===== src/rtl/mem_load_unit_pkg.sv =====
// Shared opcodes, bus size codes and load/store-unit FSM states for the MEM-stage load path.
package mem_load_unit_pkg;

  localparam logic [5:0] EXE_LB  = 6'b100000;
  localparam logic [5:0] EXE_LH  = 6'b100001;
  localparam logic [5:0] EXE_LW  = 6'b100011;
  localparam logic [5:0] EXE_LBU = 6'b100100;
  localparam logic [5:0] EXE_LHU = 6'b100101;

  localparam logic [1:0] SIZE_B = 2'd0;
  localparam logic [1:0] SIZE_H = 2'd1;
  localparam logic [1:0] SIZE_W = 2'd2;

  typedef enum logic [2:0] {
    LSU_IDLE,
    LSU_REQ,
    LSU_WAIT,
    LSU_DONE,
    LSU_DRAIN
  } lsu_state_e;

  // Anything that is not a byte/half load goes out as a full word.
  function automatic logic [1:0] op_size(input logic [5:0] op);
    case (op)
      EXE_LB, EXE_LBU: op_size = SIZE_B;
      EXE_LH, EXE_LHU: op_size = SIZE_H;
      default:         op_size = SIZE_W;
    endcase
  endfunction

endpackage


===== src/rtl/mem_load_unit_align.sv =====
// Picks the addressed byte/half out of the returned word and sign/zero-extends it.
module load_align
  import mem_load_unit_pkg::*;
(
  input  logic [5:0]  op_code,
  input  logic [1:0]  addr,
  input  logic [31:0] rdata,
  output logic [31:0] result
);

  logic [7:0]  b;
  logic [15:0] h;

  always_comb begin
    b = rdata[{addr, 3'b000} +: 8];
    h = rdata[{addr[1], 4'b0000} +: 16];
    case (op_code)
      EXE_LB:  result = {{24{b[7]}}, b};
      EXE_LBU: result = {24'h0, b};
      EXE_LH:  result = {{16{h[15]}}, h};
      EXE_LHU: result = {16'h0, h};
      default: result = rdata;
    endcase
  end

endmodule


===== src/rtl/mem_load_unit.sv =====
// MEM-stage load unit: one outstanding SRAM-like read, stalls MEM until data returns,
// then holds the aligned result in DONE until WB takes it.
module mem_load_unit
  import mem_load_unit_pkg::*;
#(
  parameter int unsigned TIMEOUT = 0
) (
  input  logic        clk,
  input  logic        resetn,
  input  logic [5:0]  op_code,
  input  logic [31:0] addr,
  input  logic        load_valid,
  input  logic        flush,
  input  logic        wb_stall,
  output logic        data_req,
  output logic        data_wr,
  output logic [1:0]  data_size,
  output logic [31:0] data_addr,
  input  logic        data_addr_ok,
  input  logic [31:0] data_rdata,
  input  logic        data_data_ok,
  output logic [31:0] load_result,
  output logic        load_done,
  output logic        mem_stall,
  output logic        bus_err
);

  localparam int CW = (TIMEOUT > 1) ? $clog2(TIMEOUT) : 1;

  lsu_state_e    state_q, state_d;
  logic          req_q, req_d;
  logic [31:0]   addr_q, addr_d;
  logic [1:0]    size_q, size_d;
  logic [5:0]    op_q, op_d;
  logic [31:0]   res_q, res_d;
  logic          err_q, err_d;
  logic [CW-1:0] cnt_q, cnt_d;
  logic [31:0]   aligned;
  logic          tmo_hit;

  load_align u_align (
    .op_code (op_q),
    .addr    (addr_q[1:0]),
    .rdata   (data_rdata),
    .result  (aligned)
  );

  assign tmo_hit = (TIMEOUT != 0) && (cnt_q == CW'(TIMEOUT - 1));

  always_comb begin
    state_d = state_q;
    req_d   = req_q;
    addr_d  = addr_q;
    size_d  = size_q;
    op_d    = op_q;
    res_d   = res_q;
    err_d   = 1'b0;
    cnt_d   = cnt_q;
    case (state_q)
      LSU_IDLE: begin
        if (load_valid && !flush) begin
          op_d    = op_code;
          addr_d  = addr;
          size_d  = op_size(op_code);
          req_d   = 1'b1;
          cnt_d   = '0;
          state_d = LSU_REQ;
        end
      end
      LSU_REQ: begin
        cnt_d = cnt_q + CW'(1);
        if (flush) begin
          // An accepted address still owes us a data beat unless it came back already.
          req_d   = 1'b0;
          state_d = (data_addr_ok && !data_data_ok) ? LSU_DRAIN : LSU_IDLE;
        end else if (data_addr_ok && data_data_ok) begin
          req_d   = 1'b0;
          res_d   = aligned;
          state_d = LSU_DONE;
        end else if (tmo_hit) begin
          req_d   = 1'b0;
          err_d   = 1'b1;
          state_d = LSU_IDLE;
        end else if (data_addr_ok) begin
          req_d   = 1'b0;
          state_d = LSU_WAIT;
        end
      end
      LSU_WAIT: begin
        cnt_d = cnt_q + CW'(1);
        if (data_data_ok) begin
          if (!flush) res_d = aligned;
          state_d = flush ? LSU_IDLE : LSU_DONE;
        end else if (flush) begin
          state_d = LSU_DRAIN;
        end else if (tmo_hit) begin
          err_d   = 1'b1;
          state_d = LSU_IDLE;
        end
      end
      LSU_DONE: begin
        if (flush || !wb_stall) state_d = LSU_IDLE;
      end
      LSU_DRAIN: begin
        if (data_data_ok) state_d = LSU_IDLE;
      end
      default: state_d = LSU_IDLE;
    endcase
  end

  always_ff @(posedge clk) begin
    if (!resetn) begin
      state_q <= LSU_IDLE;
      req_q   <= 1'b0;
      addr_q  <= '0;
      size_q  <= SIZE_W;
      op_q    <= '0;
      res_q   <= '0;
      err_q   <= 1'b0;
      cnt_q   <= '0;
    end else begin
      state_q <= state_d;
      req_q   <= req_d;
      addr_q  <= addr_d;
      size_q  <= size_d;
      op_q    <= op_d;
      res_q   <= res_d;
      err_q   <= err_d;
      cnt_q   <= cnt_d;
    end
  end

  assign data_req    = req_q;
  assign data_wr     = 1'b0;
  assign data_size   = size_q;
  assign data_addr   = addr_q;
  assign load_result = res_q;
  assign load_done   = (state_q == LSU_DONE);
  assign bus_err     = err_q;
  assign mem_stall   = (load_valid && !load_done) || (state_q == LSU_DRAIN);

endmodule

===== config.mk =====
export PLATFORM = sky130hd
export DESIGN_NAME = mem_load_unit
export DESIGN_NICKNAME = d
export VERILOG_FILES = /design/src/rtl/mem_load_unit_pkg.sv /design/src/rtl/mem_load_unit_align.sv /design/src/rtl/mem_load_unit.sv
export SDC_FILE = /design/constraint.sdc
export NUM_CORES = 1
export LEC_CHECK = 0
export BUFFER_PORTS_ARGS = -buffer_cell sky130_fd_sc_hd__buf_2
export CORE_AREA = 4 4 112 72
export CTS_CLUSTER_DIAMETER = 60
export DETAILED_ROUTE_END_ITERATION = 10
export DIE_AREA = 0 0 116 76
export HOLD_SLACK_MARGIN = 0.05
export PLACE_DENSITY = 0.8
export SKIP_CTS_REPAIR_TIMING = 1
export SYNTH_ARGS = -nofsm -noshare
export SYNTH_HDL_FRONTEND = slang
export SYNTH_SLANG_ARGS = --single-unit

===== constraint.sdc =====
create_clock -name clk -period 3.71 [get_ports clk]
set_input_delay 0.1855 -clock clk [delete_from_list [all_inputs] [get_ports clk]]
set_output_delay 0.1855 -clock clk [all_outputs]
set_load 0.005 [all_outputs]

Word level (Yosys, flattened, before mapping)
Cells that the tools add are included.
{ "op_classes": {"n_mux": 23, "n_mul": 0, "n_reduce_logical": 19, "n_eq_ne": 21, "order_cmp": 0, "add_sub_neg": 0, "n_div": 0, "n_bitwise": 0, "shift": 2} }
{ "op_table": {"columns": ["cell", "n"], "rows": [
  ["2-to-1 mux 32 bit", 4],
  ["one-hot mux 32 bit (4 select lines)", 1],
  ["one-hot mux 32 bit (2 select lines)", 1],
  ["== test 6 bit (second input constant)", 8],
  ["variable part select 32 x 6 -> 16 bit", 1],
  ["variable part select 32 x 6 -> 8 bit", 1],
  ["2-to-1 mux 3 bit", 9],
  ["one-hot mux 3 bit (5 select lines)", 1],
  ["!= test 2 bit (second input constant)", 6],
  ["AND reduction 5 bit", 2],
  ["== test 3 x 2 -> 1 bit (second input constant)", 2],
  ["logical AND 1 bit", 4],
  ["logical NOT 1 bit", 4],
  ["2-to-1 mux 1 bit", 4],
  ["!= test 4 bit (second input constant)", 1],
  ["one-hot mux 2 bit (2 select lines)", 1],
  ["nonzero test 2 bit", 2],
  ["OR reduction 2 bit", 2],
  ["== test 3 x 1 -> 1 bit (second input constant)", 1],
  ["== test 3 bit (second input constant)", 1],
  ["logical NOT 3 bit", 1],
  ["!= test 3 bit (second input constant)", 1],
  ["AND reduction 3 bit", 1],
  ["logical OR 1 bit", 2],
  ["4 further kinds", 4]
]} }
{ "totals": {"output_inout_bits": 71, "n_memories": 0, "ramBits": 0, "latch_bits": 0, "ff_bits": 76, "word_cells": 71, "in_bits": 77, "rom_bits": 0} }

Longest topological paths before layout
{ "logic_depth": {"word_depth": 5, "ltp_mapped": 7, "depth_no_buf": 5} }

Cells and area by module
A second synthesis with hierarchy kept.
{ "unflattened": {"cells_unflattened": 475, "area_unflattened_um2": 3637.2} }
{ "by_module_without_submodules": {"columns": ["mod", "seq_area_each_um2", "cells_per_inst", "n_inst", "area_each_um2"], "rows": [
  ["mem_load_unit", 1521.5, 359, 1, 2972.9],
  ["load_align", 0.0, 116, 1, 664.4]
]} }

Worst setup path after synthesis
Ideal clock, no wire load.
{ "synth_path": {"kind": "reg-to-reg", "startpoint": "reg addr_q[1] (netlist: data_addr[1])", "endpoint": "reg res_q[22] (netlist: load_result[22])", "period_less_slack_ps": 1618, "path_stages_with_launch": 8, "setup_time_ps": 122, "t_required_ps": 3588, "path_slack_ps": 2092, "arrival_ps": 1496, "path_cell_list": "dfxtp_1 buf_2 mux2_2 o21ai_0 a211oi_2 nor2_2 buf_6 a21oi_2"} }
{ "synth_between": {"elab_chain_cells": 5, "word_cells_on_any_way": 8} }
{ "synth_rtl": {"columns": ["item", "line_no", "text"], "rows": [
  ["start: declaration", "mem_load_unit.sv:32", "logic [31:0] addr_q, addr_d;"],
  ["start signal: assignment", "mem_load_unit.sv:124", "addr_q <= addr_d;"],
  ["variable part select 32 x 6 -> 16 bit / variable part select 32 x 6 -> 8 bit (equally long branches)", "mem_load_unit_align.sv:16, mem_load_unit_align.sv:15", null],
  ["one-hot mux 32 bit (4 select lines) (*)", "mem_load_unit_align.sv:17", "case (op_code)"],
  ["2-to-1 mux 32 bit, on equally long branches", "mem_load_unit.sv:92, mem_load_unit.sv:76", null],
  ["2-to-1 mux 32 bit, on equally long branches", "mem_load_unit.sv:91, mem_load_unit.sv:72", null],
  ["one-hot mux 32 bit (2 select lines) (*)", "mem_load_unit.sv:59", "case (state_q)"],
  ["end signal: assignment", "mem_load_unit.sv:127", "res_q <= res_d;"],
  ["end: declaration", "mem_load_unit.sv:35", "logic [31:0] res_q, res_d;"]
]} }
Mark *: on every way between the ends. The rest lies on a longest branch, timed or not. The select of a mux whose other input is x is not followed.
A chain may end at the register's enable or synchronous reset.

Final worst setup path
{ "layout_path": {"startpoint": "reg state_q[0]", "endpoint": "reg res_q[16] (netlist: load_result[16])"} }
{ "layout_between": {"elab_chain_cells": 3, "word_cells_on_any_way": 9} }
{ "layout_rtl": {"columns": ["item", "line_no", "text"], "rows": [
  ["start: declaration", "mem_load_unit.sv:30", "lsu_state_e state_q, state_d;"],
  ["start signal: assignment", "mem_load_unit.sv:122", "state_q <= state_d;"],
  ["== test 3 x 1 -> 1 bit / == test 3 x 2 -> 1 bit (equally long branches)", "mem_load_unit.sv:59", null],
  ["!= test 2 bit (no line) / nonzero test 2 bit (equally long branches)", null, null],
  ["AND reduction 5 bit (no line)", null, null]
]} }
Several ways; a longest one is shown, not always the timed one.

==> results.py <==
metrics = {
    "global_routing": {
        "gr-max-usage-layer": "met2",
        "first_global_vias": 3381,
        "grt_antenna_before_repair": 0,
        "track_usage_pct": 22.9,
        "grt_pass1_wl_mm": 16.3,
        "global_route.usage.met2_pct": 34.6,
        "grt_max_degree": 80,
        "m3_gr_usage_pct": 8.25,
        "grt_util_met1_pct": 30.4,
        "residual_overflow_from_global_routing": 0,
    },
    "clock_tree": {
        "clk_pin_slew_worst_paths_ns": 0.06,
        "tritoncts": "yes",
        "numClockSinks": 76,
        "clk_root_buffer_cell": "sky130_fd_sc_hd__clkbuf_16",
        "cts_htree_levels": 3,
        "cts_inserted_buffers": 9,
        "insertion_delay_ns": 0.33,
        "cts.path.max_buffers": 2,
    },
    "timing": {
        "slew_headroom_pct": 23.5,
        "whs_ns": 0.0946,
        "report.final.setup_viol": 0,
        "rsz0062_at_grt": "no",
        "layout_setup_ws_ns": 1.20,
        "max_freq_mhz": 399,
        "finalCriticalPeriod_ns": 2.51,
        "final-max-slew-violation-count": 0,
        "period_share_pct": 67.6,
        "setup-tns-final_ns": 0,
        "worst-slew-pin-transition_ns": 1.15,
        "timing_hold_violations_final": 0,
        "fin_worst_skew_ns": 0.00851,
    },
    "floorplanning": {
        "coreArea_um2": 7030,
        "ioPinCount": 148,
        "die-area_um2": 8820,
        "die_height_um": 76,
        "standard_cell_row_count": 24,
        "initial_core_util_pct": 49.8,
        "dieWidth_um": 116,
    },
    "yosys": {
        "synth_area_leaders": "sky130_fd_sc_hd__dfxtp_1 (43%), sky130_fd_sc_hd__nand2_1 (11%), sky130_fd_sc_hd__a21boi_0 (8.6%), sky130_fd_sc_hd__o21ai_0 (5.9%), sky130_fd_sc_hd__a21oi_1 (2.7%)",
        "post-synth-top-area-cell": "sky130_fd_sc_hd__dfxtp_1",
        "synthesis.area_per_instance_um2": 7.97,
        "synth.lib_cells_used.distinct": 44,
        "post-synth-top-area-fraction_pct": 43.5,
        "synth-edff-count": 0,
        "ys_seq_area_share_pct": 43.5,
        "synthArstFlopShare_pct": 0,
        "ys.warnings.count": 0,
        "ys.flop_type": "sky130_fd_sc_hd__dfxtp_1",
        "syn_area_um2": 3500,
        "yosys_register_bits": 76,
        "post_synth_most_frequent_cells": "sky130_fd_sc_hd__nand2_1 (106), sky130_fd_sc_hd__dfxtp_1 (76), sky130_fd_sc_hd__o21ai_0 (41), sky130_fd_sc_hd__a21boi_0 (40), sky130_fd_sc_hd__clkbuf_1 (22)",
        "postSynthCellCount": 439,
        "yosysMostFrequentCell": "sky130_fd_sc_hd__nand2_1",
    },
    "power_and_ir_drop": {
        "power.ir.vdd_worst_uv": 311,
        "power_per_cell_area_nw_per_um2": 556,
        "power_leakage_nw": 2.02,
    },
    "cells_and_area": {
        "post_route_cells_drive_above_1_share_pct": 32.0,
        "fill_cells": 610,
        "final_nets": 640,
        "flow.area_growth_from_synthesis_pct": 29.4,
        "finalInstanceArea_um2": 4530,
        "antennaDiodeCount": 0,
        "regArea_um2": 1520,
        "multi_input_area_um2": 1800,
    },
    "detailed_routing": {
        "initialDrtViolationCount": 340,
        "drtAntennaViolNets": 0,
        "drcViolationCount": 0,
        "routed_vias_inst": 5.49,
        "wl_mm": 10.0,
        "drt_pass1_iterations": 5,
        "wire_per_inst_um": 15.2,
        "detailroute.via_count": 3615,
    },
    "worst_setup_path": {
        "timing.critical_path.arrival_ns": 2.67,
        "timing_worst_setup_path_type": "reg -> reg",
        "ff2ff_path_depth": 5,
        "timing.critical_path.required_ns": 3.87,
        "timing.critical_path.from_type": "register",
        "critPathMaxFanout": 16,
        "crit_path_end_kind": "register",
    },
    "hold_path": {
        "worstHoldPathCells": 3,
        "hold_path_class": "in -> reg",
    },
    "run": {
        "max_cap_violations": 0,
    },
    "placed_design": {
        "postPlaceCellArea_um2": 4210,
        "place.detailed.hpwl_mm": 7.12,
        "buffer_ports.inserted": 145,
        "dpl_worst_slack_ns": 1.26,
        "finalWeightedCongestion": 0.923,
    },
    "status": {
        "run_status": "completed",
    },
}
==> worst max-delay path, stage by stage, from the launching register on <==
cell	delay, ns
sky130_fd_sc_hd__dfxtp_1	0.54
sky130_fd_sc_hd__nor2b_2	0.27
sky130_fd_sc_hd__a21o_1	0.15
sky130_fd_sc_hd__nand3_1	0.32
sky130_fd_sc_hd__nor2_2	0.85
sky130_fd_sc_hd__a21oi_1	0.18
==> through the flow <==
stage	power, mW	instances	utilization, %
after floorplan	1.40	440	-
after global placement	1.60	643	60.0
after detailed placement	1.63	643	60.0
after CTS	2.53	659	64.4
after global routing	2.67	659	64.4
final	2.52	659	64.4
==> sequential cells by signal, summed over array words and instances, names as in the netlist <==
| register | count |
|---|---|
| data_addr | 32 |
| state_q | 3 |
| load_result | 32 |
| data_size | 2 |
| op_q | 6 |
| data_req | 1 |
==> power by group <==
| part | switching, mW | internal [mW] |
|---|---|---|
| sequential | 0.0871 | 0.933 |
| combinational | 0.343 | 0.251 |
| clock | 0.326 | 0.576 |
| total | 0.756 | 1.76 |
==> cells by family after synthesis <==
logic type	share of synthesized area [%]
muxes	2.36
and+or+nand+nor	19.7
buffers and inverters	5.47
other	0.107
DFF	43.5
AOI/OAI and AO/OA	28.8
==> metal layers <==
layer	wire, um	part of all wire (%)
met1	4370	44
met2	4540	45
met3	911	9.1
met4	176	1.8
met5	0	0
==> placed cells by master, fill, tap and decap left out, types with 2 or more instances in the layout <==
cell,count
sky130_fd_sc_hd__a21oi_1,19
sky130_fd_sc_hd__o221ai_1,6
sky130_fd_sc_hd__a21boi_1,2
sky130_fd_sc_hd__buf_4,5
sky130_fd_sc_hd__nor2_1,16
sky130_fd_sc_hd__inv_1,5
sky130_fd_sc_hd__nand2b_1,4
sky130_fd_sc_hd__a31oi_1,11
sky130_fd_sc_hd__mux2_2,2
sky130_fd_sc_hd__dfxtp_1,76
sky130_fd_sc_hd__nor3b_1,4
sky130_fd_sc_hd__buf_2,145
sky130_fd_sc_hd__nor2_2,2
sky130_fd_sc_hd__nand3_1,17
sky130_fd_sc_hd__and3_1,2
sky130_fd_sc_hd__o211ai_1,4
sky130_fd_sc_hd__a22oi_1,7
sky130_fd_sc_hd__mux2i_1,6
sky130_fd_sc_hd__a21oi_2,10
sky130_fd_sc_hd__clkbuf_16,9
sky130_fd_sc_hd__o21ai_0,41
sky130_fd_sc_hd__conb_1,2
sky130_fd_sc_hd__nand2_1,106
sky130_fd_sc_hd__o21ai_1,2
sky130_fd_sc_hd__a21boi_0,40
sky130_fd_sc_hd__clkbuf_8,3
==> path summary, 6_finish.rpt <==
check / from / endpoint / slack [ns]
worst max-delay path: state_q[0] / load_result[16] / 1.20
worst min-delay path: addr[30] / data_addr[30] / 0.09
worst max register to register: state_q[0] / load_result[16] / 1.20
worst min register to register: data_addr[7] / data_addr[7] / 0.46
==> cell type report <==
type	count	share of cell area (%)
timing repair buffer	150	16.9
inverter	5	0.415
clock inverter	3	0.967
multi-input combinational	321	39.7
tap	91	2.52
sequential	76	33.6
clock buffer	13	5.97
(Power assumes the default switching activity.)
